File: src/rtl/gpio_in_filter.sv
// Per-pin input conditioner: synchronise each pad, debounce it with a
// consecutive-cycle qualifier, and raise sticky edge flags plus an interrupt.
module gpio_in_filter #(
  parameter int IO_WIDTH     = 8,
  parameter int SYNC_STAGES  = 2,
  parameter int DEBOUNCE_CNT = 16
) (
  input  logic                BUS_CLK,
  input  logic                BUS_RST_N,
  input  logic [IO_WIDTH-1:0] PAD_IN,
  input  logic [IO_WIDTH-1:0] RISE_EN,
  input  logic [IO_WIDTH-1:0] FALL_EN,
  input  logic [IO_WIDTH-1:0] EVENT_CLR,
  output logic [IO_WIDTH-1:0] IO_IN,
  output logic [IO_WIDTH-1:0] EVENT,
  output logic                IRQ
);

  localparam int              CW       = $clog2(DEBOUNCE_CNT + 1);
  localparam logic [CW-1:0]   CNT_LAST = CW'(DEBOUNCE_CNT - 1);
  localparam logic [CW-1:0]   CNT_ONE  = CW'(1);

  typedef enum logic {
    IDLE = 1'b0,
    QUAL = 1'b1
  } state_e;

  logic [IO_WIDTH-1:0] sync_q [SYNC_STAGES];
  logic [IO_WIDTH-1:0] s;
  state_e              state_q [IO_WIDTH];
  logic [CW-1:0]       cnt_q   [IO_WIDTH];
  logic [IO_WIDTH-1:0] level_q;
  logic [IO_WIDTH-1:0] accept;
  logic [IO_WIDTH-1:0] event_d;
  logic [IO_WIDTH-1:0] event_q;
  logic                irq_q;

  // NOTE: sequential state uses <= so every flop samples the pre-edge value;
  // with = the chain would collapse into a single stage.
  always_ff @(posedge BUS_CLK or negedge BUS_RST_N) begin
    if (!BUS_RST_N) begin
      for (int k = 0; k < SYNC_STAGES; k++) sync_q[k] <= '0;
    end else begin
      sync_q[0] <= PAD_IN;
      for (int k = 1; k < SYNC_STAGES; k++) sync_q[k] <= sync_q[k-1];
    end
  end

  assign s = sync_q[SYNC_STAGES-1];

  // A bit accepts its new level when the differing input has persisted
  // DEBOUNCE_CNT samples; with a count of one that is the very first sample.
  // NOTE: accept gets a default before the loop so no path leaves it unassigned
  // (otherwise a latch is inferred).
  always_comb begin
    accept = '0;
    for (int i = 0; i < IO_WIDTH; i++) begin
      if (s[i] != level_q[i]) begin
        case (state_q[i])
          IDLE:    accept[i] = (DEBOUNCE_CNT == 1);
          QUAL:    accept[i] = (cnt_q[i] == CNT_LAST);
          default: accept[i] = 1'b0;
        endcase
      end
    end
  end

  always_ff @(posedge BUS_CLK or negedge BUS_RST_N) begin
    if (!BUS_RST_N) begin
      level_q <= '0;
      for (int i = 0; i < IO_WIDTH; i++) begin
        state_q[i] <= IDLE;
        cnt_q[i]   <= '0;
      end
    end else begin
      for (int i = 0; i < IO_WIDTH; i++) begin
        case (state_q[i])
          IDLE: begin
            if (s[i] != level_q[i]) begin
              if (accept[i]) begin
                level_q[i] <= s[i];
              end else begin
                state_q[i] <= QUAL;
                cnt_q[i]   <= CNT_ONE;
              end
            end
          end
          QUAL: begin
            if (s[i] == level_q[i]) begin
              state_q[i] <= IDLE;
              cnt_q[i]   <= '0;
            end else if (accept[i]) begin
              level_q[i] <= s[i];
              state_q[i] <= IDLE;
              cnt_q[i]   <= '0;
            end else begin
              cnt_q[i] <= cnt_q[i] + CNT_ONE;
            end
          end
          default: begin
            state_q[i] <= IDLE;
            cnt_q[i]   <= '0;
          end
        endcase
      end
    end
  end

  // An accepted transition toward s is a rise when s is 1; a new set beats
  // a simultaneous clear.
  assign event_d = (event_q & ~EVENT_CLR)
                 | (accept & ((s & RISE_EN) | (~s & FALL_EN)));

  always_ff @(posedge BUS_CLK or negedge BUS_RST_N) begin
    if (!BUS_RST_N) begin
      event_q <= '0;
      irq_q   <= 1'b0;
    end else begin
      event_q <= event_d;
      irq_q   <= |event_q;
    end
  end

  assign IO_IN = level_q;
  assign EVENT = event_q;
  assign IRQ   = irq_q;

endmodule

File: config.mk
export PLATFORM = sky130hd
export DESIGN_NAME = gpio_in_filter
export DESIGN_NICKNAME = d
export VERILOG_FILES = /design/src/rtl/gpio_in_filter.sv
export SDC_FILE = /design/constraint.sdc
export NUM_CORES = 1
export LEC_CHECK = 0
export BUFFER_PORTS_ARGS = -buffer_cell sky130_fd_sc_hd__buf_4
export CORE_MARGIN = 2
export CORE_UTILIZATION = 45
export CTS_BUF_LIST = sky130_fd_sc_hd__clkbuf_16
export CTS_CLUSTER_SIZE = 20
export DETAILED_ROUTE_END_ITERATION = 8
export PLACE_DENSITY = 0.79
export SYNTH_ARGS = -nofsm -noshare
export SYNTH_HDL_FRONTEND = slang
export SYNTH_SLANG_ARGS = --single-unit
File: constraint.sdc
create_clock -name BUS_CLK -period 1.8 [get_ports BUS_CLK]
set_input_delay 0.09 -clock BUS_CLK [delete_from_list [all_inputs] [get_ports BUS_CLK]]
set_output_delay 0.09 -clock BUS_CLK [all_outputs]
set_load 0.02 [all_outputs]
==> flow_metrics.env, run 1 <==
export IMPL_crit_path_start_kind="flop"
export IMPL_avgViaCountPerCell=5.22
export IMPL_antenna_found_initial=0
export IMPL_ir_drop_uv=549
export IMPL_finalInstanceArea_mm2=0.00459
export IMPL_synthFlopType="dfrtp_1"
export IMPL_synthArstFlopShare=1.00
export IMPL_initial_core_util=0.462
export IMPL_core_mm2=0.00773
export IMPL_clock_path_buffers=2
export IMPL_period_needed_ns=1.73
export IMPL_final_core_util=0.594
export IMPL_endpoint_kind="flop"
export IMPL_cts_sinks=81
export IMPL_drive_above_1_share=0.208
export IMPL_wl_per_cell_um=13.4
export IMPL_area_growth_pct=28.5
export IMPL_reg2reg_slack_ns=0.07
export IMPL_grt_pass1_vias=2624
export IMPL_r2r_end="cnt_q[14]"
export IMPL_arrival_ns=1.97
export IMPL_diodes=0
export IMPL_pin_count=51
export IMPL_syn_area_per_cell_um2=11.9
export IMPL_slew_headroom=0.607
export IMPL_tightest_slew_ns=0.584
export IMPL_worstSetupPathType="reg -> reg"
export IMPL_dp_hpwl_um=4650
export IMPL_path_buf_inv=0
export IMPL_outcome="completed"
export IMPL_drt_pass1_iterations=4
export IMPL_die_y_um=93.1
export IMPL_slowest_stage="or4_4"
export IMPL_drt_iter0_drc=91
export IMPL_min_to="EVENT[3]"
export IMPL_period_share=0.963
export IMPL_hold_class="in -> reg"
export IMPL_cp_startpoint="cnt_q[10]"
export IMPL_rows=32
export IMPL_synth_seq_area_share=0.567
export IMPL_cts_tree="done"
export IMPL_die_x_um=93.1
export IMPL_grt_pass1_wl_um=11600
export IMPL_cp_cell_sequence="ha_2 > and3_1 > ha_1 > or4_4 > o31ai_2"
export IMPL_synth_edf_count=0
export IMPL_clkTransAtPathRegs_ns=0.06
export IMPL_place_congestion=0.811
export IMPL_max_cap_violations=0
export IMPL_netlist_area_mm2=0.00357
export IMPL_r2r_cells=5
export IMPL_finalPower_mw=4.19
export IMPL_worstPathRequired_ns=2.03
export IMPL_cts_max_level=3
export IMPL_final_cell_mix="dfrtp_1 (81), buf_4 (52), inv_1 (23), nand2_1 (18), dlygate4sd3_1 (17)"
export IMPL_max_stage_delay_ns=0.51
export IMPL_worstHoldStart="RISE_EN[3]"
export IMPL_cts_buffers=9
export IMPL_ys_types=31
export IMPL_vias=2542
export IMPL_layout_commonest_cell="dfrtp_1"
export IMPL_skew_ns=0.00448
export IMPL_die_area_mm2=0.00867
export IMPL_max_freq_mhz=577
export IMPL_hold_viol=0
export IMPL_antenna_left=0
export IMPL_setup_violations=0
export IMPL_drc=0
export IMPL_cp_max_fo=3
export IMPL_p_leak_nw=2.16
export IMPL_report_final_slew_viol_count=0
export IMPL_ys_ff_latch=81
export IMPL_yosys_warnings=0
export IMPL_worstHoldPathCells=4
export IMPL_synth_fp_nets=351
export IMPL_root_buffer="clkbuf_16"
export IMPL_reg2reg_from="cnt_q[10]"
export IMPL_power_density_mw_per_mm2=912
export IMPL_grt_max_degree=45
export IMPL_drt_wl_total_um=6510
export IMPL_grt_ovfl_total=0
export IMPL_tns_ns=0
export IMPL_placed_area_mm2=0.00410
export IMPL_cp_depth=5
export IMPL_cp_top_family="simple AND/OR/NAND/NOR gates"
export IMPL_clk_latency_ns=0.33
export IMPL_finalNetCount=432
export IMPL_io_buffers=50
export IMPL_grt_util_all_layers=0.170
export IMPL_syn_inst=301
-- stage by stage --
stage / hold WS, ns / std cells / worst slack [ns]
floorplan: -0.206 / 301 / 0.133
global placement: 0.121 / 455 / 0.103
detailed placement: 0.125 / 455 / 0.0686
finish: 0.122 / 487 / 0.0662
CTS: 0.113 / 486 / 0.0233
global route: 0.132 / 487 / -0.0237
-- synthesized netlist by cell type, drive strengths merged (3+ instances only) --
library cell | number | area share
o21a | 16 | 0.034
and2 | 4 | 0.0070
nor4 | 4 | 0.0070
mux2 | 8 | 0.025
ha | 16 | 0.056
a32o | 7 | 0.020
o22ai | 8 | 0.014
o21ai | 8 | 0.011
a22o | 3 | 0.0074
a21o | 3 | 0.0063
xnor2 | 13 | 0.032
o2bb2ai | 13 | 0.032
xor2 | 13 | 0.032
nand2 | 18 | 0.019
nand3b | 13 | 0.027
nor2 | 12 | 0.013
inv | 23 | 0.024
a21oi | 4 | 0.0056
nand3 | 13 | 0.018
dfrtp | 81 | 0.57
and3 | 9 | 0.016
-- registers in the layout, summed over array words and instances (netlist names) --
signal and cells:
EVENT 8, IO_IN 8, IRQ 1, cnt_q 40, s 8, state_q 8, sync_q 8
-- worst max-delay path by stage --
| stage | slack (ns) | endpoint |
|---|---|---|
| final | 0.07 | cnt_q[14] |
| after global routing | -0.02 | cnt_q[14] |
| after CTS | 0.02 | cnt_q[14] |
| after detailed placement | 0.07 | cnt_q[14] |
| after global placement | 0.10 | cnt_q[14] |
| after floorplan | 0.13 | cnt_q[14] |
-- power by group --
part	internal [mW]	switching [mW]
clock network	1.19	0.656
registers	1.91	0.0874
logic	0.192	0.155
total	3.29	0.898
-- layout make-up --
class / instances / area (µm²)
Tap cell: 102 / 128
Timing Repair Buffer: 70 / 581
Inverter: 23 / 86.3
Fill cell: 611 / 3130
Clock buffer: 9 / 225
Multi-Input combinational cell: 197 / 1470
Sequential cell: 81 / 2030
Clock inverter: 5 / 72.6
-- worst register-to-register path, cell delays in order (launching register included) --
cell and delay, ns:
dfrtp_1 0.40, ha_2 0.19, and3_1 0.18, ha_1 0.28
or4_4 0.51, o31ai_2 0.07
-- layer usage --
metal / share of wire / vias to the layer above / routed length, µm / global-route usage
met3: 0.040 / 11 / 263 / 0.0516
met4: 0.017 / 0 / 108 / 0.0625
met5: 0 / - / 0 / 0
li1: - / 1241 / - / -
met1: 0.46 / 1239 / 2990 / 0.217
met2: 0.48 / 51 / 3140 / 0.273
-- logic make-up (layout without fill, tap and decap cells) --
logic type | count (synthesis) | count (layout) | share of synthesized area
buf+inv | 23 | 107 | 0.0242
mux | 8 | 8 | 0.0252
fa+ha+maj | 16 | 16 | 0.0560
flops | 81 | 81 | 0.567
simple gates | 80 | 80 | 0.120
xor+xnor | 26 | 26 | 0.0637
compound gates | 67 | 67 | 0.144
-- repair_timing --
action,CTS,global route
hold endpoints to repair,58,0
hold buffers,17,0
gates resized for setup,0,4
setup endpoints to repair,0,3
buffers inserted,0,1
Note: power is estimated with default switching activity, not from simulation.
==> run 2: changes to the inputs <==
--- a/config.mk
+++ b/config.mk
@@ -8,7 +8,7 @@
 export BUFFER_PORTS_ARGS = -buffer_cell sky130_fd_sc_hd__buf_4
 export CORE_MARGIN = 2
 export CORE_UTILIZATION = 45
-export CTS_BUF_LIST = sky130_fd_sc_hd__clkbuf_16
+export CTS_BUF_LIST = sky130_fd_sc_hd__clkbuf_2 sky130_fd_sc_hd__clkbuf_4 sky130_fd_sc_hd__clkbuf_8
 export CTS_CLUSTER_SIZE = 20
 export DETAILED_ROUTE_END_ITERATION = 8
 export PLACE_DENSITY = 0.79
==> run 2 against run 1 <==
  * Flip-flop and latch count stayed put
  * Combinational power is essentially flat
  * Non-clock buffer count is the same
  * Register-to-register slack is essentially flat
  * Cell count unchanged
  * Critical path depth did not move
  * Die area unchanged
  * Clock-buffer cell count rose by 2
  * Sequential power about the same
  * Critical path type unchanged
  * Largest cell class unchanged
  * Largest power group unchanged
==> flow_metrics.env, run 2 (synthesis gave the netlist of run 1 again) <==
export IMPL_period_needed_ns=1.74
export IMPL_swShare=0.220
export IMPL_endpoint_kind="flop"
export IMPL_clk_latency_ns=0.33
export IMPL_vias=2551
export IMPL_drt_wl_total_um=6370
export IMPL_io_buffers=50
export IMPL_initial_core_util=0.462
export IMPL_wl_per_cell_um=13.1
export IMPL_place_congestion=0.811
export IMPL_core_mm2=0.00773
export IMPL_worstHoldStart="RISE_EN[0]"
export IMPL_p_int_mw=2.94
export IMPL_cts_sinks=81
export IMPL_clkPwrFrac=0.379
export IMPL_hold_class="in -> reg"
export IMPL_crit_path_start_kind="flop"
export IMPL_report_final_slew_viol_count=0
export IMPL_die_x_um=93.1
export IMPL_p_comb_frac=0.092
export IMPL_pin_count=51
export IMPL_finalInstanceArea_mm2=0.00451
export IMPL_final_cell_mix="dfrtp_1 (81), buf_4 (52), inv_1 (23), nand2_1 (18), dlygate4sd3_1 (17)"
export IMPL_placed_area_mm2=0.00410
export IMPL_worstSetupPathType="reg -> reg"
export IMPL_antenna_found_initial=0
export IMPL_root_buffer="clkbuf_8"
export IMPL_regMostFlops="cnt_q"
export IMPL_rsz0062_at_grt="yes"
export IMPL_avgViaCountPerCell=5.24
export IMPL_cp_startpoint="cnt_q[10]"
export IMPL_diodes=0
export IMPL_outcome="completed"
export IMPL_die_area_mm2=0.00867
export IMPL_grt_max_degree=45
export IMPL_fin_cells=487
export IMPL_layout_commonest_cell="dfrtp_1"
export IMPL_arrival_ns=1.98
export IMPL_cts_tree="done"
export IMPL_cp_max_fo=3
export IMPL_drc=0
export IMPL_ir_drop_uv=633
export IMPL_clock_path_buffers=2
export IMPL_antenna_left=0
export IMPL_dp_cells=455
export IMPL_die_y_um=93.1
export IMPL_max_cap_violations=0
export IMPL_sequentialPowerShare=0.529
export IMPL_drt_pass1_iterations=4
export IMPL_largest_register_ffs=40
export IMPL_power_density_mw_per_mm2=835
export IMPL_cts_max_level=3
export IMPL_area_growth_pct=26.3
export IMPL_grt_pass1_vias=2613
export IMPL_cts_buffers=9
export IMPL_rows=32
export IMPL_slew_headroom=0.611
export IMPL_max_freq_mhz=574
export IMPL_drt_iter0_drc=101
export IMPL_clkTransAtPathRegs_ns=0.08
export IMPL_skew_ns=0.00521
export IMPL_worstPathRequired_ns=2.04
export IMPL_period_share=0.967
export IMPL_grt_pass1_wl_um=11300
export IMPL_hold_viol=0
export IMPL_drive_above_1_share=0.213
export IMPL_setup_violations=0
export IMPL_dp_hpwl_um=4650
export IMPL_finalNetCount=432
export IMPL_grt_util_all_layers=0.165
export IMPL_switchingPower_mw=0.828
export IMPL_reg2reg_from="cnt_q[10]"
export IMPL_tightest_slew_ns=0.578
export IMPL_grt_ovfl_total=0
export IMPL_p_leak_nw=2.12
run 2: cell types whose count changed in the layout (fill, tap and decap cells not counted), sizes merged:
cell | before | now
clkbuf | 9 | 11
clkinv | 3 | 1
run 2: cell type report:
| cell class | count | area, µm² |
|---|---|---|
| Clock buffer | 11 | 151 |
| Clock inverter | 3 | 65.1 |
| Fill cell | 624 | 3220 |
| Inverter | 23 | 86.3 |
| Multi-Input combinational cell | 197 | 1470 |
| Sequential cell | 81 | 2030 |
| Tap cell | 102 | 128 |
| Timing Repair Buffer | 70 | 581 |
run 2: final timing paths:
kind,slack (ns),end,cells after the start
setup reg to reg,0.06,cnt_q[14],5
hold reg to reg,0.35,s[1],0
max in group asynchronous,0.94,cnt_q[28],3
hold / removal,0.11,EVENT[0],4
setup / recovery,0.06,cnt_q[14],5
min in group asynchronous,0.28,cnt_q[5],2
run 2: per-layer routing:
layer  up-vias  share of wire  GRT usage
met4         0          0.018     0.0662
met5         -              0          0
met1      1248           0.45      0.208
li1       1238              -          -
met2        52           0.49      0.274
met3        13          0.038     0.0395
run 2: metrics by stage:
step / worst slack, ns / power, mW / hold WS [ns] / setup TNS (ns) / utilization
6_report: 0.0593 / 3.77 / 0.108 / 0 / 0.584
5_1_grt: -0.0291 / 3.96 / 0.112 / -0.0291 / 0.584
4_1_cts: 0.0176 / 3.82 / 0.0885 / 0 / 0.581
3_5_place_dp: 0.0686 / 2.34 / 0.125 / 0 / 0.531
3_3_place_gp: 0.103 / 2.32 / 0.121 / 0 / 0.531
2_1_floorplan: 0.133 / 2.19 / -0.206 / 0 / -
run 2: what timing repair did:
item,CTS,global route
hold buffers,17,0
setup endpoints to repair,0,3
buffers inserted,0,1
endpoints found under the hold margin,58,0
gates resized for setup,0,4
run 2: power groups by stage:
stage                     sequential, mW  combinational, mW  clock (mW)
final                               1.99              0.346        1.43
after global routing                2.01              0.402        1.55
after CTS                           1.99              0.346        1.48
after detailed placement            2.03              0.314           0
after global placement              2.02              0.299           0
after floorplan                     2.01              0.181           0
run 2: critical path, cell delays in order (launching register included):
cell     delay (ns)
dfrtp_1        0.41
ha_2           0.19
and3_1         0.18
ha_1           0.28
or4_4          0.51
o31ai_2        0.07
